==> config.mk <==
export PLATFORM = sky130hd
export DESIGN_NAME = ca3_controller
export DESIGN_NICKNAME = d
export VERILOG_FILES = /design/src/rtl/ca3_defs.sv /design/src/rtl/ca3_controller.sv
export SDC_FILE = /design/constraint.sdc
export NUM_CORES = 1
export LEC_CHECK = 0
export CORE_AREA = 2 2 39 41
export DETAILED_ROUTE_END_ITERATION = 7
export DIE_AREA = 0 0 41 43
export GPL_TIMING_DRIVEN = 0
export SYNTH_ARGS = -nofsm -noshare
export SYNTH_HDL_FRONTEND = slang
export SYNTH_SLANG_ARGS = --single-unit
==> constraint.sdc <==
create_clock -name clk -period 1.9 [get_ports clk]
set_input_delay 0.57 -clock clk [delete_from_list [all_inputs] [get_ports clk]]
set_output_delay 0.57 -clock clk [all_outputs]
set_load 0.01 [all_outputs]
==> src/rtl/ca3_defs.sv <==
// Shared definitions for the 8-bit accumulator CPU control unit:
// opcodes, ALU operations, controller states and instruction field positions.
package ca3_defs;

    localparam int unsigned OPC_W = 3;
    localparam int unsigned ALU_W = 2;

    localparam logic [2:0] OP_LDA = 3'b000;
    localparam logic [2:0] OP_STA = 3'b001;
    localparam logic [2:0] OP_ADD = 3'b010;
    localparam logic [2:0] OP_SUB = 3'b011;
    localparam logic [2:0] OP_AND = 3'b100;
    localparam logic [2:0] OP_NOT = 3'b101;
    localparam logic [2:0] OP_JMP = 3'b110;
    localparam logic [2:0] OP_JZ  = 3'b111;

    localparam logic [1:0] ALU_ADD = 2'b00;
    localparam logic [1:0] ALU_SUB = 2'b01;
    localparam logic [1:0] ALU_AND = 2'b10;
    localparam logic [1:0] ALU_NOT = 2'b11;

    typedef enum logic [1:0] {
        S_IF1 = 2'b00,
        S_IF2 = 2'b01,
        S_DEC = 2'b10,
        S_MEM = 2'b11
    } state_e;

    // IR = {byte0, byte1}; byte0 = {opcode, addr[12:8]}, byte1 = addr[7:0]
    localparam int unsigned IR_W        = 16;
    localparam int unsigned IR_OPC_MSB  = 15;
    localparam int unsigned IR_OPC_LSB  = 13;
    localparam int unsigned IR_ADDR_MSB = 12;
    localparam int unsigned IR_ADDR_LSB = 0;

endpackage

==> src/rtl/ca3_controller.sv <==
// Multicycle control unit for the accumulator CPU: fetch (two bytes), decode,
// optional memory access, with req/ack memory handshake.
module ca3_controller
    import ca3_defs::*;
#(
    parameter int unsigned OPC_W = 3,
    parameter int unsigned ALU_W = 2
) (
    input  logic             clk,
    input  logic             rst,
    input  logic [OPC_W-1:0] opcode,
    input  logic             acc_zero,
    input  logic             mem_ack,
    output logic             mem_rd,
    output logic             mem_wr,
    output logic             adr_sel,
    output logic             pc_src,
    output logic             pc_wr,
    output logic             ir_hi_wr,
    output logic             ir_lo_wr,
    output logic             acc_sel,
    output logic             acc_wr,
    output logic [ALU_W-1:0] alu_op
);

    state_e state_q, state_d;
    // Cleared asynchronously by reset and set on the first edge after release,
    // so outputs drop immediately on reset and start issuing on that edge.
    logic   run_q;

    always_ff @(posedge clk or negedge rst) begin
        if (!rst) begin
            state_q <= S_IF1;
            run_q   <= 1'b0;
        end else begin
            state_q <= state_d;
            run_q   <= 1'b1;
        end
    end

    always_comb begin
        state_d  = state_q;
        mem_rd   = 1'b0;
        mem_wr   = 1'b0;
        adr_sel  = 1'b0;
        pc_src   = 1'b0;
        pc_wr    = 1'b0;
        ir_hi_wr = 1'b0;
        ir_lo_wr = 1'b0;
        acc_sel  = 1'b0;
        acc_wr   = 1'b0;
        alu_op   = ALU_W'(ALU_ADD);

        unique case (state_q)
            S_IF1: begin
                mem_rd = 1'b1;
                if (mem_ack) begin
                    ir_hi_wr = 1'b1;
                    pc_wr    = 1'b1;
                    state_d  = S_IF2;
                end
            end
            S_IF2: begin
                mem_rd = 1'b1;
                if (mem_ack) begin
                    ir_lo_wr = 1'b1;
                    pc_wr    = 1'b1;
                    state_d  = S_DEC;
                end
            end
            S_DEC: begin
                state_d = S_IF1;
                case (opcode)
                    OP_NOT: begin
                        acc_wr = 1'b1;
                        alu_op = ALU_W'(ALU_NOT);
                    end
                    OP_JMP: begin
                        pc_wr  = 1'b1;
                        pc_src = 1'b1;
                    end
                    OP_JZ: begin
                        pc_wr  = acc_zero;
                        pc_src = acc_zero;
                    end
                    default: state_d = S_MEM;
                endcase
            end
            S_MEM: begin
                adr_sel = 1'b1;
                if (opcode == OP_STA) begin
                    mem_wr = 1'b1;
                end else begin
                    mem_rd  = 1'b1;
                    acc_wr  = mem_ack;
                    acc_sel = (opcode == OP_LDA);
                    case (opcode)
                        OP_SUB:  alu_op = ALU_W'(ALU_SUB);
                        OP_AND:  alu_op = ALU_W'(ALU_AND);
                        default: alu_op = ALU_W'(ALU_ADD);
                    endcase
                end
                if (mem_ack) begin
                    state_d = S_IF1;
                end
            end
            default: state_d = S_IF1;
        endcase

        if (!run_q) begin
            state_d  = S_IF1;
            mem_rd   = 1'b0;
            mem_wr   = 1'b0;
            adr_sel  = 1'b0;
            pc_src   = 1'b0;
            pc_wr    = 1'b0;
            ir_hi_wr = 1'b0;
            ir_lo_wr = 1'b0;
            acc_sel  = 1'b0;
            acc_wr   = 1'b0;
            alu_op   = '0;
        end
    end

endmodule
==> results of run 1 <==
-- worst max-delay path, cell delays in order --
cell                       delay [ps]
sky130_fd_sc_hd__buf_6            110
sky130_fd_sc_hd__or3b_1           380
sky130_fd_sc_hd__a211oi_2         190
sky130_fd_sc_hd__buf_2            160
-- final cells by class --
class | count | area [sq um]
inverters | 2 | 7.51
plain buffers | 1 | 11.3
flip-flops and latches | 3 | 77.6
multi-input cells | 30 | 249
repair buffers | 21 | 156
well taps | 16 | 20.0
fillers | 153 | 836
clock buffers | 4 | 26.3
-- repair_timing --
action	CTS	global route
pin swaps	5	2
resized for setup	56	13
hold buffers	0	0
buffers inserted	3	1
endpoints found under the setup margin	11	10
-- synthesized netlist by cell type --
library cell                instances
sky130_fd_sc_hd__nor3_1             2
sky130_fd_sc_hd__nand3_1            2
sky130_fd_sc_hd__dfrtp_1            3
sky130_fd_sc_hd__nand3b_1           2
sky130_fd_sc_hd__and3_1             1
sky130_fd_sc_hd__nor3b_2            1
sky130_fd_sc_hd__a21oi_1            1
sky130_fd_sc_hd__conb_1             1
sky130_fd_sc_hd__o21a_1             1
sky130_fd_sc_hd__nand2b_1           2
sky130_fd_sc_hd__o221ai_1           1
sky130_fd_sc_hd__inv_1              2
sky130_fd_sc_hd__o22ai_1            2
sky130_fd_sc_hd__nor2_1             1
sky130_fd_sc_hd__nand2_1            3
sky130_fd_sc_hd__nand4bb_1          1
sky130_fd_sc_hd__nor4b_1            1
sky130_fd_sc_hd__and2_1             1
sky130_fd_sc_hd__xnor2_1            2
sky130_fd_sc_hd__a211oi_2           1
sky130_fd_sc_hd__nor2b_1            1
sky130_fd_sc_hd__buf_2              2
sky130_fd_sc_hd__or3b_1             2
sky130_fd_sc_hd__o32ai_1            1
-- per-stage QoR --
stage / hold WS, ps / setup slack, ps / util (%)
final: 523 / -84.8 / 39.6
after global routing: 511 / -113 / 39.6
after CTS: 517 / -96.0 / 38.9
after detailed placement: 707 / -1010 / 35.4
after global placement: 705 / -1010 / 35.4
after floorplan: 274 / 94.0 / -
-- state kept, by name, indices dropped and copies added, names as in the netlist --
| name | count |
|---|---|
| run_q | 1 |
| state_q | 2 |
-- report_power, final --
part,internal (W),total (W),switching [W]
clock,0.0000787,0.000111,0.0000323
combinational,0.0000567,0.000102,0.0000452
sequential,0.0000704,0.0000789,0.00000851
total,0.000206,0.000292,0.0000860
-- cell usage in the layout (no fill, tap or decap), types with 2 or more instances in the layout --
cell and count:
sky130_fd_sc_hd__nand2_1 3, sky130_fd_sc_hd__xnor2_1 2, sky130_fd_sc_hd__nand3b_1 2, sky130_fd_sc_hd__buf_4 6, sky130_fd_sc_hd__o22ai_1 2, sky130_fd_sc_hd__dlygate4sd2_1 2
sky130_fd_sc_hd__nor3_1 2, sky130_fd_sc_hd__dfrtp_2 2, sky130_fd_sc_hd__buf_6 3, sky130_fd_sc_hd__or3b_1 2, sky130_fd_sc_hd__clkbuf_4 3, sky130_fd_sc_hd__clkbuf_2 3
sky130_fd_sc_hd__nand2b_1 2, sky130_fd_sc_hd__buf_2 5
-- kinds of logic (layout without fill, tap and decap cells) --
| kind of cell | Yosys count | after routing | synth area share, % |
|---|---|---|---|
| AO/OA/AOI/OAI | 7 | 7 | 18.3 |
| XOR/XNOR | 2 | 2 | 5.83 |
| buffers and inverters | 4 | 28 | 5.83 |
| flip-flops | 3 | 3 | 25.0 |
| other | 1 | 1 | 1.25 |
| AND/OR/NAND/NOR | 20 | 20 | 43.8 |
-- worst min path at each step --
stage / end / slack [ps]
5_1_grt: state_q[1] / 510
2_1_floorplan: run_q / 270
3_5_place_dp: state_q[1] / 710
4_1_cts: state_q[1] / 520
3_3_place_gp: state_q[1] / 710
6_report: state_q[1] / 520
-- metal layers --
metal / global-route usage (%) / wire [microns] / up-vias / share of wire (%)
li1: - / - / 183 / -
met1: 13.2 / 361 / 171 / 40
met2: 18.1 / 473 / 10 / 53
met3: 3.66 / 61 / 0 / 6.8
met4: 6.00 / 0 / 0 / 0
met5: 0 / 0 / - / 0
==> results.md, run 1 <==
STA:
- Setup violations remaining at the end of the flow were counted as 1.
- Between clock sinks in the finished design, the worst skew comes to 1.99 ps.
- The slack of the critical path is -84.8 ps.
- The shortest period the worst path allows is 1980 ps.
- The max-slew violation count is 0.
- The number of endpoints with negative hold slack in the final report was 0.
- The final critical path takes up 104% of the cycle.
- In the final timing run, aggregate negative setup slack is -84.8 ps.
- Setup repair after global routing could not meet its margin everywhere.
- The maximum clock frequency is 504 MHz.

Synthesis:
- Summed over its instances, the top area cell type makes up 25.0% of the synthesized netlist area.
- Synthesis produced 37 cells.
- During synthesis, Yosys emitted a total of 0 warnings.
- The top cell type by total area after synthesis is sky130_fd_sc_hd__dfrtp_1.
- When the netlist entered floorplanning its net count stood at 44.
- The post-synthesis instance area is 300 sq um.
- Averaged over all synthesized cells, the footprint is 8.12 sq um.
- By area the synthesized netlist is led by sky130_fd_sc_hd__dfrtp_1 (25%), sky130_fd_sc_hd__or3b_1 (5.8%), sky130_fd_sc_hd__xnor2_1 (5.8%).
- The register area share after synthesis is 25.0%.
- The unique cell type count in the Yosys netlist is 24.
- Counting flops and latches in the post-synthesis netlist gives 3.

Detailed routing:
- The post-route antenna net violation count is 0.
- For this block, the routed nets add up to 896 microns of wire.
- In the routed design, unresolved DRC markers number 0.
- The length of the first detailed-routing pass in iterations is 4.
- After detailed routing, the number of vias per cell comes to 4.73.
- After the first detailed-routing iteration, the DRC count stood at 2.
- The via total after detailed routing is 364.
- The mean routed wirelength per cell is 11.6 microns.

Finish:
- The post-route netlist has 49.2% of its cells at a drive strength greater than 1.
- After routing the design area is 548 sq um.
- The post-route non-filler standard cell count is 77.
- The number of nets in the layout is 69.
- The total inserted antenna cells is 0.
- Compared with the post-synthesis result, the final layout area differs by 82.5%.

Global routing:
- Entering global routing, the biggest net connects 10 pins.
- The global router's overall resource usage is 11.6%.
- The total overflow left after global routing is 0.
- The wire length of the first global-routing pass is 1.39 mm.
- The number of antenna violations at the first check in global routing was 0.
- The via count of the first global-routing pass is 337.

Worst setup path:
- For the worst setup path, the data required time is 1330 ps.
- The critical path ends at acc_wr.
- The kind of launch point of the worst setup path is an input pin.
- Setup slack on the worst reg-to-reg path comes out at 730 ps.
- The startpoint identified for the worst register-to-register timing path is state_q[0].
- The critical path is of the input pin to output port type.
- Measured in cells, the most critical reg-to-reg path has a length of 4.
- The worst setup path is captured at an output port.
- The endpoint identified for the worst register-to-register timing path is state_q[0].
- The highest fanout seen on the critical path is 8.
- The beginning of the critical path is opcode[1].
- The data arrival time of the worst path is 1410 ps.

Power and ir drop:
- The peak supply drop is 0.363 mV.
- The total leakage power is 0.240 nW.
- The power density over cell area is 532 mW/mm^2.
- The design draws 0.000292 W.

CTS:
- The CTS buffer count is 3.
- CTS placed an instance of sky130_fd_sc_hd__clkbuf_4 at the clock tree root.
- The clock-pin transition on the worst setup and hold timing paths is 40 ps.
- The buffer depth of the longest clock path is 2.
- The level count of the clock H-tree is 1.
- Counting every sink on the clock net gives 3.
- The clock tree from TritonCTS is done.
- The worst-skew pair later-pin latency is 230 ps.

Die:
- The core region is 0.00138 sq mm.
- The boundary pin count is 18.
- The floorplan has 14 rows.
- The width of the die is 41 microns.
- The die is 43 microns tall.
- The initial utilization of the core area, before any placement, comes to 21.7%.
- The die covers 0.00176 sq mm.

Min path:
- The kind of path behind the tightest hold check is input pin to asynchronous set/reset pin.

Place:
- Summed over all nets, the half-perimeter wirelength after detailed placement is 578 microns.
- The number of cells in the design after placement is 70.
- The weighted congestion reported at the end of routability-driven placement is 0.683.
- Port buffering added 17 buffers.
- The instance area after placement is 490 sq um.

Run:
- Max-cap violations in this run came to 0.

Run status:
- The flow ran to the end, but the final reports show violations.
- The final reports fail on setup timing.
No activity file was read; power rests on OpenSTA's default activity.
==> inputs of run 2 (changes only) <==
--- a/config.mk
+++ b/config.mk
@@ -5,9 +5,9 @@
 export SDC_FILE = /design/constraint.sdc
 export NUM_CORES = 1
 export LEC_CHECK = 0
-export CORE_AREA = 2 2 39 41
+export CORE_AREA = 5 5 42 44
 export DETAILED_ROUTE_END_ITERATION = 7
-export DIE_AREA = 0 0 41 43
+export DIE_AREA = 0 0 47 49
 export GPL_TIMING_DRIVEN = 0
 export SYNTH_ARGS = -nofsm -noshare
 export SYNTH_HDL_FRONTEND = slang
==> results.md, run 2 (same netlist as run 1, synthesis figures left out) <==
CTS:
- The number of clock buffers added by TritonCTS is 3.
- The tree is rooted in a sky130_fd_sc_hd__clkbuf_4.
- The clock tree from TritonCTS is done.
- The number of buffers inserted by hold repair at cts is 0.
- The buffer depth of the longest clock path is 2.
- Clock-pin slew was measured on the worst setup and hold paths at 40 ps.
- The sink count of the clock tree is 3.
- The clock reaches the later pin of the worst-skew pair after 230 ps.
- In this run the number of H-tree levels came out at 1.

STA:
- The number of setup violations in the final report is 1.
- Setup repair after global routing could not meet its margin everywhere.
- Clock skew on the completed layout was measured at 1.76 ps.
- After layout, the worst path uses 104% of the clock period.
- Setup slack on the critical path of the routed design comes to -70.4 ps.
- The number of endpoints with negative hold slack in the final report is 0.
- The sum of negative setup slack is -70.4 ps.
- The max-slew violation count is 0.
- Timing would allow up to 508 MHz.
- For the finished layout, the period the worst path requires is 1970 ps.
- Hold is met by 524 ps.

Detailed routing:
- The detail route stage leaves a number of antenna-violating nets equal to 0.
- The number of violations reported at the end of detailed-routing iteration 0 is 4.
- The via total after detailed routing is 356.
- After detailed routing, the number of remaining DRC violations is 0.
- The post-detailed-route via-to-cell ratio is 4.68.
- The first detailed-routing pass ran for 2 iterations.
- In the final routed layout, each cell accounts on average for 11.8 microns.
- After detailed routing, the total wire length is 900 microns.

Finish:
- Ranked by flip-flop count, first place goes to state_q.
- The register with the most flip-flops in the layout has 2 of them.
- The post-layout instance area is 553 sq um.
- The number of nets in the layout is 68.
- The fraction of layout instances using a drive strength above 1 is 51.7%.
- The area growth from synthesis to layout is 84.2%.
- In the final layout, the registers with the most flip-flops are state_q (2), run_q (1).
- In the layout the commonest cells are sky130_fd_sc_hd__buf_2 (6), sky130_fd_sc_hd__buf_4 (4), sky130_fd_sc_hd__nand2_1 (3), sky130_fd_sc_hd__clkbuf_4 (3).
- The number of fill cells in the layout is 165.
- The repair_antennas step left the layout with diodes totalling 0.
- The leading cell type in the layout, fill and taps excluded is sky130_fd_sc_hd__buf_2.
- The post-route non-filler standard cell count is 76.

Die:
- For this configuration, the core starts out at a cell density of 21.4%.
- The full die area is 0.00230 sq mm.
- 18 I/O pins were placed.
- The die is 47 microns wide.
- The standard-cell row count is 14.
- The region available for standard cell placement spans 0.00140 sq mm.
- The die is 49 microns tall.

Global routing:
- The number of antenna violations at the first check in global routing is 0.
- The total overflow left after global routing is 0.
- The wire length of the first global-routing pass is 1.44 mm.
- The via count of the first global-routing pass is 349.
- The maximum number of pins on one net before global-route repair is 10.
- For this run, the total global-route usage over all layers was measured as 8.32%.

Power and ir drop:
- VDD sags by at most 0.376 mV.
- Dividing total power by cell area gives a power density of 517 mW/mm^2.
- The total leakage power is 0.243 nW.

Worst setup path:
- The start of the worst register-to-register path is state_q[0].
- The kind of critical path is input pin to output port.
- In this design, the stage delay of the slowest critical-path cell is 390 ps.
- Broken down by cell family, the worst path's largest delay share belongs to simple AND/OR/NAND/NOR gates.
- Data on the critical path arrives at its endpoint at 1400 ps.
- The count of buffer and inverter cells on the critical path is 2.
- At the worst endpoint, the required time is 1330 ps.
- The most critical setup path has its startpoint at opcode[1].
- The worst setup path is captured at an output port.
- The critical path goes through buf_12 > or3b_4 > a211oi_2 > buf_2.
- Along the worst path, the maximum fanout reaches 8.
- The library cell contributing the largest single delay on the critical path is sky130_fd_sc_hd__or3b_4.
- STA classifies the critical path startpoint as an input pin.

Run status:
- The checks that failed: setup timing.
- The run finished, with violations left.

Place:
- The instance area after placement is 490 sq um.
- In this run, placement finished with an instance count of 70.
- The wire-length estimate of the detail-placed layout is 619 microns.
- At the end of routability-driven placement, the weighted congestion stood at 0.659.
- The quantity of I/O buffers inserted on ports is 17.

Run:
- Max-cap violations in this run came to 0.

Min path:
- The worst hold path belongs to the class input pin to asynchronous set/reset pin.
## run 2: per-stage QoR
step / power (W) / worst slack (ps) / util [%]
finish: 0.000286 / -70.4 / 39.5
CTS: 0.000286 / -71.9 / 38.8
floorplan: 0.000119 / 94.0 / -
global placement: 0.000160 / -1020 / 35.0
global route: 0.000312 / -104 / 39.5
detailed placement: 0.000161 / -1000 / 35.0
## run 2: power by group
group / leakage [nW] / internal [W] / total, W / switching (W)
registers: 0.0359 / 0.0000704 / 0.0000780 / 0.00000761
logic: 0.192 / 0.0000558 / 0.0000997 / 0.0000439
clock network: 0.0150 / 0.0000785 / 0.000108 / 0.0000296
## run 2: area by class of cell
cell class              count  area [sq um]  area share [%]
multi-input cells          30           249            45.0
repair buffers             20           165            29.9
well taps                  16          20.0            3.62
plain buffers               1          7.51            1.36
inverters                   2          7.51            1.36
clock buffers               4          26.3            4.75
flip-flops and latches      3          77.6            14.0
## run 2: worst reg2reg max path, cell delays in order (launching register included)
cell,delay (ps)
sky130_fd_sc_hd__dfrtp_2,440
sky130_fd_sc_hd__buf_4,150
sky130_fd_sc_hd__nand3b_1,170
sky130_fd_sc_hd__o22ai_1,180
## run 2: path summary, 6_finish.rpt
kind | to | slack (ps) | cells past startpoint
max | acc_wr | -70 | 4
min | state_q[1] | 520 | 1
max reg2reg | state_q[1] | 880 | 3
min reg2reg | state_q[0] | 680 | 2
max in group asynchronous | run_q | 1220 | 1
min in group clk | state_q[0] | 680 | 2
## run 2: metal layers
| metal | vias to the layer above | track usage (%) | part of all wire (%) |
|---|---|---|---|
| met1 | 162 | 9.47 | 41 |
| met5 | - | 0 | 0 |
| met3 | 0 | 3.69 | 12 |
| met4 | 0 | 4.15 | 0 |
| met2 | 13 | 12.7 | 47 |
| li1 | 181 | - | - |
## run 2: what timing repair did
action	in CTS	in global routing
buffers inserted	3	0
resized for setup	61	11
pin swaps	6	4
endpoints found under the setup margin	11	8
==> inputs of run 3 (changes only) <==
--- a/config.mk
+++ b/config.mk
@@ -9,6 +9,7 @@
 export DETAILED_ROUTE_END_ITERATION = 7
 export DIE_AREA = 0 0 47 49
 export GPL_TIMING_DRIVEN = 0
+export SLEW_MARGIN = 20
 export SYNTH_ARGS = -nofsm -noshare
 export SYNTH_HDL_FRONTEND = slang
 export SYNTH_SLANG_ARGS = --single-unit
==> results of run 3 <==
No change in the layout: final DEF, timing and power equal those of run 2.
